`config.mk`:
```
export PLATFORM = sky130hd
export DESIGN_NAME = proc_param
export DESIGN_NICKNAME = d
export VERILOG_FILES = /design/src/rtl/proc_param.sv
export SDC_FILE = /design/constraint.sdc
export NUM_CORES = 1
export LEC_CHECK = 0
export ABC_AREA = 1
export CORE_MARGIN = 1.5
export CORE_UTILIZATION = 25
export CTS_CLUSTER_SIZE = 28
export DETAILED_ROUTE_END_ITERATION = 12
export GPL_TIMING_DRIVEN = 0
export SYNTH_ARGS = -nofsm -noshare
export SYNTH_HDL_FRONTEND = slang
export SYNTH_SLANG_ARGS = --single-unit
```
`constraint.sdc`:
```
create_clock -name Clock -period 8.5 [get_ports Clock]
set_clock_uncertainty 0.05 [all_clocks]
set_input_delay 1.7 -clock Clock [delete_from_list [all_inputs] [get_ports Clock]]
set_output_delay 1.7 -clock Clock [all_outputs]
set_load 0.05 [all_outputs]
```
`src/rtl/proc_param.sv`:
```
// proc_param: parametrised multicycle processor. One shared bus, R0-R6 plus R7 as PC, Z/C flags.
// Latency: reg ALU/move N+3, imm ALU/move 2N+5, ld 2N+4 (imm 3N+6), st N+4 cycles (N = WAIT_CYCLES).
// Backpressure: Run low stalls in FETCH only; an instruction in flight always completes.
// Ports: Clock/Reset (async, active-high); Run start/continue; DIN memory read data;
//        DOUT store data, ADDR memory address, W write strobe (all registered); Done last-cycle pulse.
module proc_param #(
    parameter int DATA_W      = 16,
    parameter int ADDR_W      = 16,
    parameter int WAIT_CYCLES = 1
) (
    input  logic              Clock,
    input  logic              Reset,
    input  logic              Run,
    input  logic [DATA_W-1:0] DIN,
    output logic [DATA_W-1:0] DOUT,
    output logic [ADDR_W-1:0] ADDR,
    output logic              W,
    output logic              Done
);
    typedef enum logic [3:0] {
        FETCH  = 4'd0, FWAIT = 4'd1, DECODE = 4'd2, IMMA = 4'd3, IWAIT = 4'd4,
        IMMD   = 4'd5, EXEC  = 4'd6, MWAIT  = 4'd7, LDWB = 4'd8, STW   = 4'd9
    } state_t;

    localparam logic [2:0] OP_MV   = 3'b000;
    localparam logic [2:0] OP_MVNZ = 3'b001;
    localparam logic [2:0] OP_ADD  = 3'b010;
    localparam logic [2:0] OP_SUB  = 3'b011;
    localparam logic [2:0] OP_LD   = 3'b100;
    localparam logic [2:0] OP_ST   = 3'b101;
    localparam logic [2:0] OP_MVNC = 3'b110;
    localparam logic [2:0] OP_AND  = 3'b111;

    // Wait down-counter is loaded with N-1 so each wait state lasts exactly N cycles.
    localparam int               CNT_W    = (WAIT_CYCLES < 2) ? 1 : $clog2(WAIT_CYCLES);
    localparam logic [CNT_W-1:0] CNT_LOAD = CNT_W'(WAIT_CYCLES - 1);

    state_t              state, state_nxt;
    logic [DATA_W-1:0]   rf [0:6];
    logic [ADDR_W-1:0]   pc;
    logic [9:0]          ir;
    logic [DATA_W-1:0]   imm;
    logic                z, c;
    logic [CNT_W-1:0]    wcnt;

    logic                imm_mode;
    logic [2:0]          op, rx_sel, ry_sel;
    logic [DATA_W-1:0]   rx_val, ry_val, op2, wb_val;
    logic [DATA_W:0]     alu;
    logic                wb_en, flag_en, wait_zero;

    assign imm_mode  = ir[9];
    assign op        = ir[8:6];
    assign rx_sel    = ir[5:3];
    assign ry_sel    = ir[2:0];
    assign wait_zero = (wcnt == '0);
    assign op2       = imm_mode ? imm : ry_val;

    // Register read ports; index 7 returns the already-advanced PC, zero-extended.
    always_comb begin
        rx_val = DATA_W'(pc);
        ry_val = DATA_W'(pc);
        for (int i = 0; i < 7; i++) begin
            if (rx_sel == 3'(i)) rx_val = rf[i];
            if (ry_sel == 3'(i)) ry_val = rf[i];
        end
    end

    // ALU at DATA_W+1 bits: the top bit is carry for add and borrow for sub.
    always_comb begin
        alu = {1'b0, op2};
        case (op)
            OP_ADD:  alu = {1'b0, rx_val} + {1'b0, op2};
            OP_SUB:  alu = {1'b0, rx_val} - {1'b0, op2};
            OP_AND:  alu = {1'b0, rx_val & op2};
            default: alu = {1'b0, op2};
        endcase
    end

    always_ff @(posedge Clock or posedge Reset) begin
        if (Reset) state <= FETCH;
        else       state <= state_nxt;
    end

    always_comb begin
        state_nxt = state;
        Done      = 1'b0;
        wb_en     = 1'b0;
        wb_val    = alu[DATA_W-1:0];
        flag_en   = 1'b0;
        case (state)
            FETCH:  if (Run) state_nxt = FWAIT;
            FWAIT:  if (wait_zero) state_nxt = DECODE;
            // Decision uses DIN directly since IR is only loaded at the end of this cycle.
            DECODE: state_nxt = (DIN[9] && (DIN[8:6] != OP_ST)) ? IMMA : EXEC;
            IMMA:   state_nxt = IWAIT;
            IWAIT:  if (wait_zero) state_nxt = IMMD;
            IMMD:   state_nxt = EXEC;
            EXEC: begin
                if (op == OP_LD) begin
                    state_nxt = MWAIT;
                end else if (op == OP_ST) begin
                    state_nxt = STW;
                end else begin
                    state_nxt = FETCH;
                    Done      = 1'b1;
                    // Failed conditional moves still finish, they just skip the write.
                    wb_en     = (op == OP_MVNZ) ? !z : (op == OP_MVNC) ? !c : 1'b1;
                    flag_en   = (op == OP_ADD) || (op == OP_SUB) || (op == OP_AND);
                end
            end
            MWAIT:  if (wait_zero) state_nxt = LDWB;
            LDWB: begin
                state_nxt = FETCH;
                Done      = 1'b1;
                wb_en     = 1'b1;
                wb_val    = DIN;
            end
            STW: begin
                state_nxt = FETCH;
                Done      = 1'b1;
            end
            default: state_nxt = FETCH;
        endcase
    end

    always_ff @(posedge Clock or posedge Reset) begin
        if (Reset) begin
            for (int i = 0; i < 7; i++) rf[i] <= '0;
            pc   <= '0;
            ir   <= '0;
            imm  <= '0;
            z    <= 1'b0;
            c    <= 1'b0;
            wcnt <= '0;
            ADDR <= '0;
            DOUT <= '0;
            W    <= 1'b0;
        end else begin
            case (state)
                FETCH: begin
                    if (Run) begin
                        ADDR <= pc;
                        pc   <= pc + 1'b1;
                        wcnt <= CNT_LOAD;
                    end
                end
                FWAIT, IWAIT, MWAIT: if (!wait_zero) wcnt <= wcnt - 1'b1;
                DECODE: ir <= DIN[9:0];
                IMMA: begin
                    ADDR <= pc;
                    pc   <= pc + 1'b1;
                    wcnt <= CNT_LOAD;
                end
                IMMD: imm <= DIN;
                EXEC: begin
                    if (op == OP_LD) begin
                        ADDR <= ADDR_W'(op2);
                        wcnt <= CNT_LOAD;
                    end else if (op == OP_ST) begin
                        ADDR <= ADDR_W'(ry_val);
                        DOUT <= rx_val;
                        W    <= 1'b1;
                    end
                    if (flag_en) begin
                        z <= (alu[DATA_W-1:0] == '0);
                        c <= alu[DATA_W];
                    end
                end
                STW: W <= 1'b0;
                default: ;
            endcase
            // Write-back never coincides with the PC increments above (FETCH/IMMA).
            if (wb_en) begin
                if (rx_sel == 3'd7) pc <= wb_val[ADDR_W-1:0];
                for (int i = 0; i < 7; i++) begin
                    if (rx_sel == 3'(i)) rf[i] <= wb_val;
                end
            end
        end
    end
endmodule

```
==> results of run 1 <==
routing by layer:
layer | up-vias | track usage [%] | routed length [um]
met4 | 0 | 10.0 | 2510
met3 | 109 | 2.85 | 4300
li1 | 6427 | - | -
met1 | 6517 | 28.7 | 24200
met5 | - | 0 | 0
met2 | 649 | 32.9 | 24600
critical path: cells and delay by family (launching register included):
| kind | cells | cell delay [ns] |
|---|---|---|
| buffers and inverters | 1 | 0.26 |
| flip-flops | 1 | 0.47 |
| XOR/XNOR | 1 | 0.17 |
| AO/OA/AOI/OAI | 5 | 1.64 |
| adder cells (fa/ha/maj) | 2 | 0.57 |
| AND/OR/NAND/NOR | 21 | 2.54 |
synth_stat cells (all sizes together):
master   instances  area [um^2]
nand3b           1         7.51
nand4            3         18.8
a21o             4         30.0
o22ai            2         12.5
buf             29          171
o311ai           1         8.76
ha              23          288
nand2          647         2440
a211oi           6         50.1
o2111ai          2         17.5
o21bai           2         15.0
nor3            16          121
o21ai          235         1240
fa               1         20.0
a21oi           95          479
dfrtp          193         4830
nor2           156          596
clkbuf          54          203
clkinv           3         11.3
or3              1         6.26
o21a             1         7.51
a31oi           20          125
a31o             1         8.76
o211ai           5         37.5
o31ai            3         22.5
a221oi           3         26.3
inv            205          769
a22oi            8         60.1
or2             44          275
xor2            10         87.6
nand3          174          881
final timing paths:
check	from	to	slack, ns	cells after the start
setup / recovery	ir[0]	rf[45]	2.63	30
hold / removal	imm[11]	imm[11]	0.43	2
setup reg to reg	ir[0]	rf[45]	2.63	30
hold reg to reg	imm[11]	imm[11]	0.43	2
max in group asynchronous	Reset	DOUT[14]	5.78	3
min in group asynchronous	Reset	rf[103]	1.68	2
flip-flops by register name, summed over array words and instances, names as in the netlist:
name and cells:
rf 112, ADDR 16, DOUT 16, imm 16, pc 16, ir 10
state 4, W 1, c 1, z 1
cell type report:
| class | count | area, um^2 | share of cell area, % |
|---|---|---|---|
| sequential | 193 | 4830 | 32.2 |
| multi-input combinational | 1464 | 6890 | 45.9 |
| clock buffer | 17 | 425 | 2.84 |
| inverter | 208 | 788 | 5.26 |
| buffer | 83 | 374 | 2.50 |
| tap | 672 | 841 | 5.61 |
| clock inverter | 13 | 279 | 1.86 |
| timing repair buffer | 54 | 563 | 3.76 |
through the flow:
stage / std cells / hold WS, ns / area (um^2)
after floorplan: 1948 / 0.396 / 12900
after global placement: 2672 / 0.411 / 14200
after detailed placement: 2674 / 0.416 / 14300
after CTS: 2704 / 0.432 / 15000
after global routing: 2704 / 0.454 / 15000
final: 2704 / 0.431 / 15000
kinds of logic after synthesis:
family | count (synthesis)
compound gates | 388
xor+xnor | 10
fa+ha+maj | 24
buf+inv | 291
flops | 193
simple gates | 1042
==> reports/metrics.yaml, run 1 <==
status: "finished clean"
grt_overflow_total: 0
final_common_cell: "nand2_1"
synth_cell_types: 46
path_max_fanout: 10
totalWireLength_mm: 55.6
track_usage_pct: 21.1
synth_adder_area_share_pct: 2.39
syn_area_per_cell_um2: 6.60
antenna_found_initial: 4
n_antenna_cell: 0
row_count: 82
drive_above_1_share_pct: 7.23
holdBufCountCts: 0
layout.nets: 2064
crit_path_end_kind: "flop"
rsz0062_at_grt: "no"
final_cell_mix: "nand2_1, o21ai_0, dfrtp_1, inv_1, nand3_1"
relSlewSlack_pct: 22.9
place_worst_setup_slack_ns: 2.72
required_ns: 8.76
hp-class: "flop to flop"
synthCells: 1948
min_period_ns: 5.87
utilization_pct: 29.7
cap_violations: 0
max_freq_ghz: 0.170
fill_cells: 5621
crit_top_cell: "nand2_1"
synth_compound_area_share_pct: 16.6
postCtsSetupBuffers: 0
drc: 0
first_iter_violations: 1613
start_util_pct: 25.5
ctsResizeCount: 0
syn_nets: 1991
grt_pass1_vias: 12782
ys_ff_latch: 193
die_width_um: 230
cpPeakStageDelay_ns: 0.85
drt_first_pass_iters: 6
fin_ws_ns: 2.63
place.port_buffers: 52
ys_seq_area_share_pct: 37.5
netlist_area_um2: 12900
clk_latency_ns: 0.47
start_kind: "flop"
critPathKind: "flop to flop"
syn_to_final_growth_pct: 16.5
muxShareOfSynthArea_pct: 0
clock-sinks: 193
post-route-period-util_pct: 69.1
gp_congestion: 0.989
synthSimpleGateAreaFrac_pct: 33.8
yosysWarnings: 0
clk_pin_slew_worst_paths_ns: 0.07
htree_levels: 4
synth_xor_area_share_pct: 0.681
synth_top_family_by_area: "simple AND/OR/NAND/NOR gates"
slew_viol_final: 0
wl_per_cell_um: 20.6
cts_tree: "built"
antenna_left: 0
core-area_um2: 50500
io_pins: 53
die_h_um: 230
dp_hpwl_mm: 42.5
viasPerCell: 5.07
setup-violations-final: 0
setup-tns-final_ns: 0
die-area_um2: 52800
grt_pass1_wl_mm: 82.3
critPathArrivalTime_ns: 6.13
root_buffer: "clkbuf_16"
vias: 13702
numCtsBuffers: 17
clockBufferDepth: 2
tightest_slew_ns: 1.15
grt_max_degree: 102
cpMaxStageDelayCell: "o21ai_2"
hold_viol_final: 0
Power of run 1 is left out: the tool's default activity adds up to more than one toggle a clock period on the data nets, which glitch-free logic cannot reach.
==> inputs of run 2 (changes only) <==
- clock period: 8.5 -> 4.8 ns (I/O delays scaled with it)
==> reports/metrics.yaml, run 2 (synthesis gave the netlist of run 1 again) <==
cpMaxStageDelayCell: "dfrtp_2"  # was o21ai_2
grt_pass1_wl_mm: 84.7  # was 82.3 mm
final_cell_mix: "nand2_1, o21ai_0, dfrtp_1, inv_1, nand3_1"  # unchanged
drive_above_1_share_pct: 14.5  # was 7.23%
tightest_slew_ns: 1.09  # was 1.15 ns
required_ns: 5.10  # was 8.76 ns
top_register: "rf"  # unchanged
relSlewSlack_pct: 26.6  # was 22.9%
root_buffer: "clkbuf_16"  # unchanged
final_area_um2: 16100  # was 15000 um^2
utilization_pct: 31.9  # was 29.7%
final_common_cell: "nand2_1"  # unchanged
slew_viol_final: 0  # unchanged
hp-class: "flop to flop"  # unchanged
dp_hpwl_mm: 42.9  # was 42.5 mm
cts_tree: "built"  # unchanged
die-area_um2: 52800  # unchanged
max_freq_ghz: 0.216  # was 0.170 GHz
antenna_found_initial: 1  # was 4
totalWireLength_mm: 57.2  # was 55.6 mm
clock-sinks: 193  # unchanged
post_dp_cell_area_um2: 14300  # about the same
core-area_um2: 50500  # unchanged
cap_violations: 0  # unchanged
track_usage_pct: 21.6  # was 21.1%
hold_slack_ns: 0.434  # was 0.431 ns
htree_levels: 4  # unchanged
wl_met1_mm: 24.9  # was 24.2 mm
io_pins: 53  # unchanged
antenna_left: 0  # unchanged
cpPeakStageDelay_ns: 0.48  # was 0.85 ns
min_period_ns: 4.63  # was 5.87 ns
crit_path_end_kind: "flop"  # unchanged
place_worst_setup_slack_ns: -1.09  # was 2.72 ns
rsz0062_at_grt: "yes"  # was no
first_iter_violations: 1670  # was 1613
clockBufferDepth: 2  # unchanged
start_util_pct: 25.5  # unchanged
start_kind: "flop"  # unchanged
largest_reg_flops: 112  # unchanged
grt_pass1_vias: 13220  # was 12782
numCtsBuffers: 17  # unchanged
setup-violations-final: 0  # unchanged
grt_overflow_total: 0  # unchanged
crit_top_cell: "nand2_1"  # unchanged
die_width_um: 230  # unchanged
hold_viol_final: 0  # unchanged
n_antenna_cell: 0  # unchanged
wl_per_cell_um: 20.7  # was 20.6 um
critPathKind: "flop to flop"  # unchanged
clk_latency_ns: 0.47  # about the same
path_max_fanout: 9  # was 10
fin_ws_ns: 0.172  # was 2.63 ns
gp_congestion: 0.986  # was 0.989
route.met2.wl_mm: 25.0  # was 24.6 mm
met3WireLength_mm: 3.94  # was 4.30 mm
drc: 0  # unchanged
row_count: 82  # unchanged
die_h_um: 230  # unchanged
fill_cells: 5510  # was 5621
grt_max_degree: 46  # was 102
layout.nets: 2119  # was 2064
post-route-period-util_pct: 96.4  # was 69.1%
highest_layer: "met4"  # unchanged
viasPerCell: 5.09  # was 5.07
vias: 14043  # was 13702
syn_to_final_growth_pct: 25.3  # was 16.5%
clk_pin_slew_worst_paths_ns: 0.08  # was 0.07 ns
drt_first_pass_iters: 5  # was 6
critPathArrivalTime_ns: 4.92  # was 6.13 ns
status: "finished clean"  # unchanged
place.port_buffers: 52  # unchanged
## run 2: cell count changes in the layout (fill, tap and decap cells not counted), sizes merged
cell,previous run,this run
buf,31,84
bufinv,8,2
clkbuf,71,78
clkinv,4,7
clkinvlp,1,2
inv,208,206
nand2,647,648
## run 2: timing repair
item                       4_1_cts  5_1_grt
hold endpoints to repair         0        0
gates cloned                     0        5
gates resized for setup         42      140
setup endpoints to repair      116      120
setup buffers                   23       26
hold buffers                     0        0
pin swaps                       17       36
## run 2: worst paths after layout
check                         end  cells after the start    from  slack [ns]
max in group asynchronous  rf[19]                      4   Reset        2.77
hold / removal             imm[4]                      2  imm[4]        0.43
setup / recovery           rf[63]                     33   ir[0]        0.17
min in group asynchronous   pc[9]                      2   Reset        0.95
setup reg to reg           rf[63]                     33   ir[0]        0.17
hold reg to reg            imm[4]                      2  imm[4]        0.43
## run 2: routing by layer
metal | global-route usage (%) | vias to the layer above
met5 | 0 | -
met4 | 12.1 | 0
met3 | 3.13 | 151
met2 | 32.6 | 624
met1 | 29.6 | 6739
li1 | - | 6529
## run 2: through the flow
step	setup TNS, ns	instances
6_report	0	2761
5_1_grt	-2.75	2761
4_1_cts	0	2731
3_5_place_dp	-70.26	2676
3_3_place_gp	-137.70	2672
2_1_floorplan	0	1948
## run 2: cell type report
| cell class | instances | area, um^2 | area share, % |
|---|---|---|---|
| multi-input cells | 1465 | 7440 | 46.1 |
| flip-flops and latches | 193 | 4840 | 30.0 |
| repair buffers | 109 | 1180 | 7.34 |
| well taps | 672 | 841 | 5.21 |
| inverters | 208 | 795 | 4.93 |
| clock buffers | 23 | 488 | 3.03 |
| plain buffers | 82 | 424 | 2.63 |
| clock inverters | 9 | 123 | 0.760 |
## run 2: critical path, delay by kind of cell (launching register included)
| kind | cells | cell delay [ns] |
|---|---|---|
| flops | 1 | 0.48 |
| fa+ha+maj | 2 | 0.51 |
| simple gates | 21 | 2.02 |
| compound gates | 6 | 0.84 |
| buf+inv | 4 | 0.60 |
Power of run 2 is left out for the same reason.
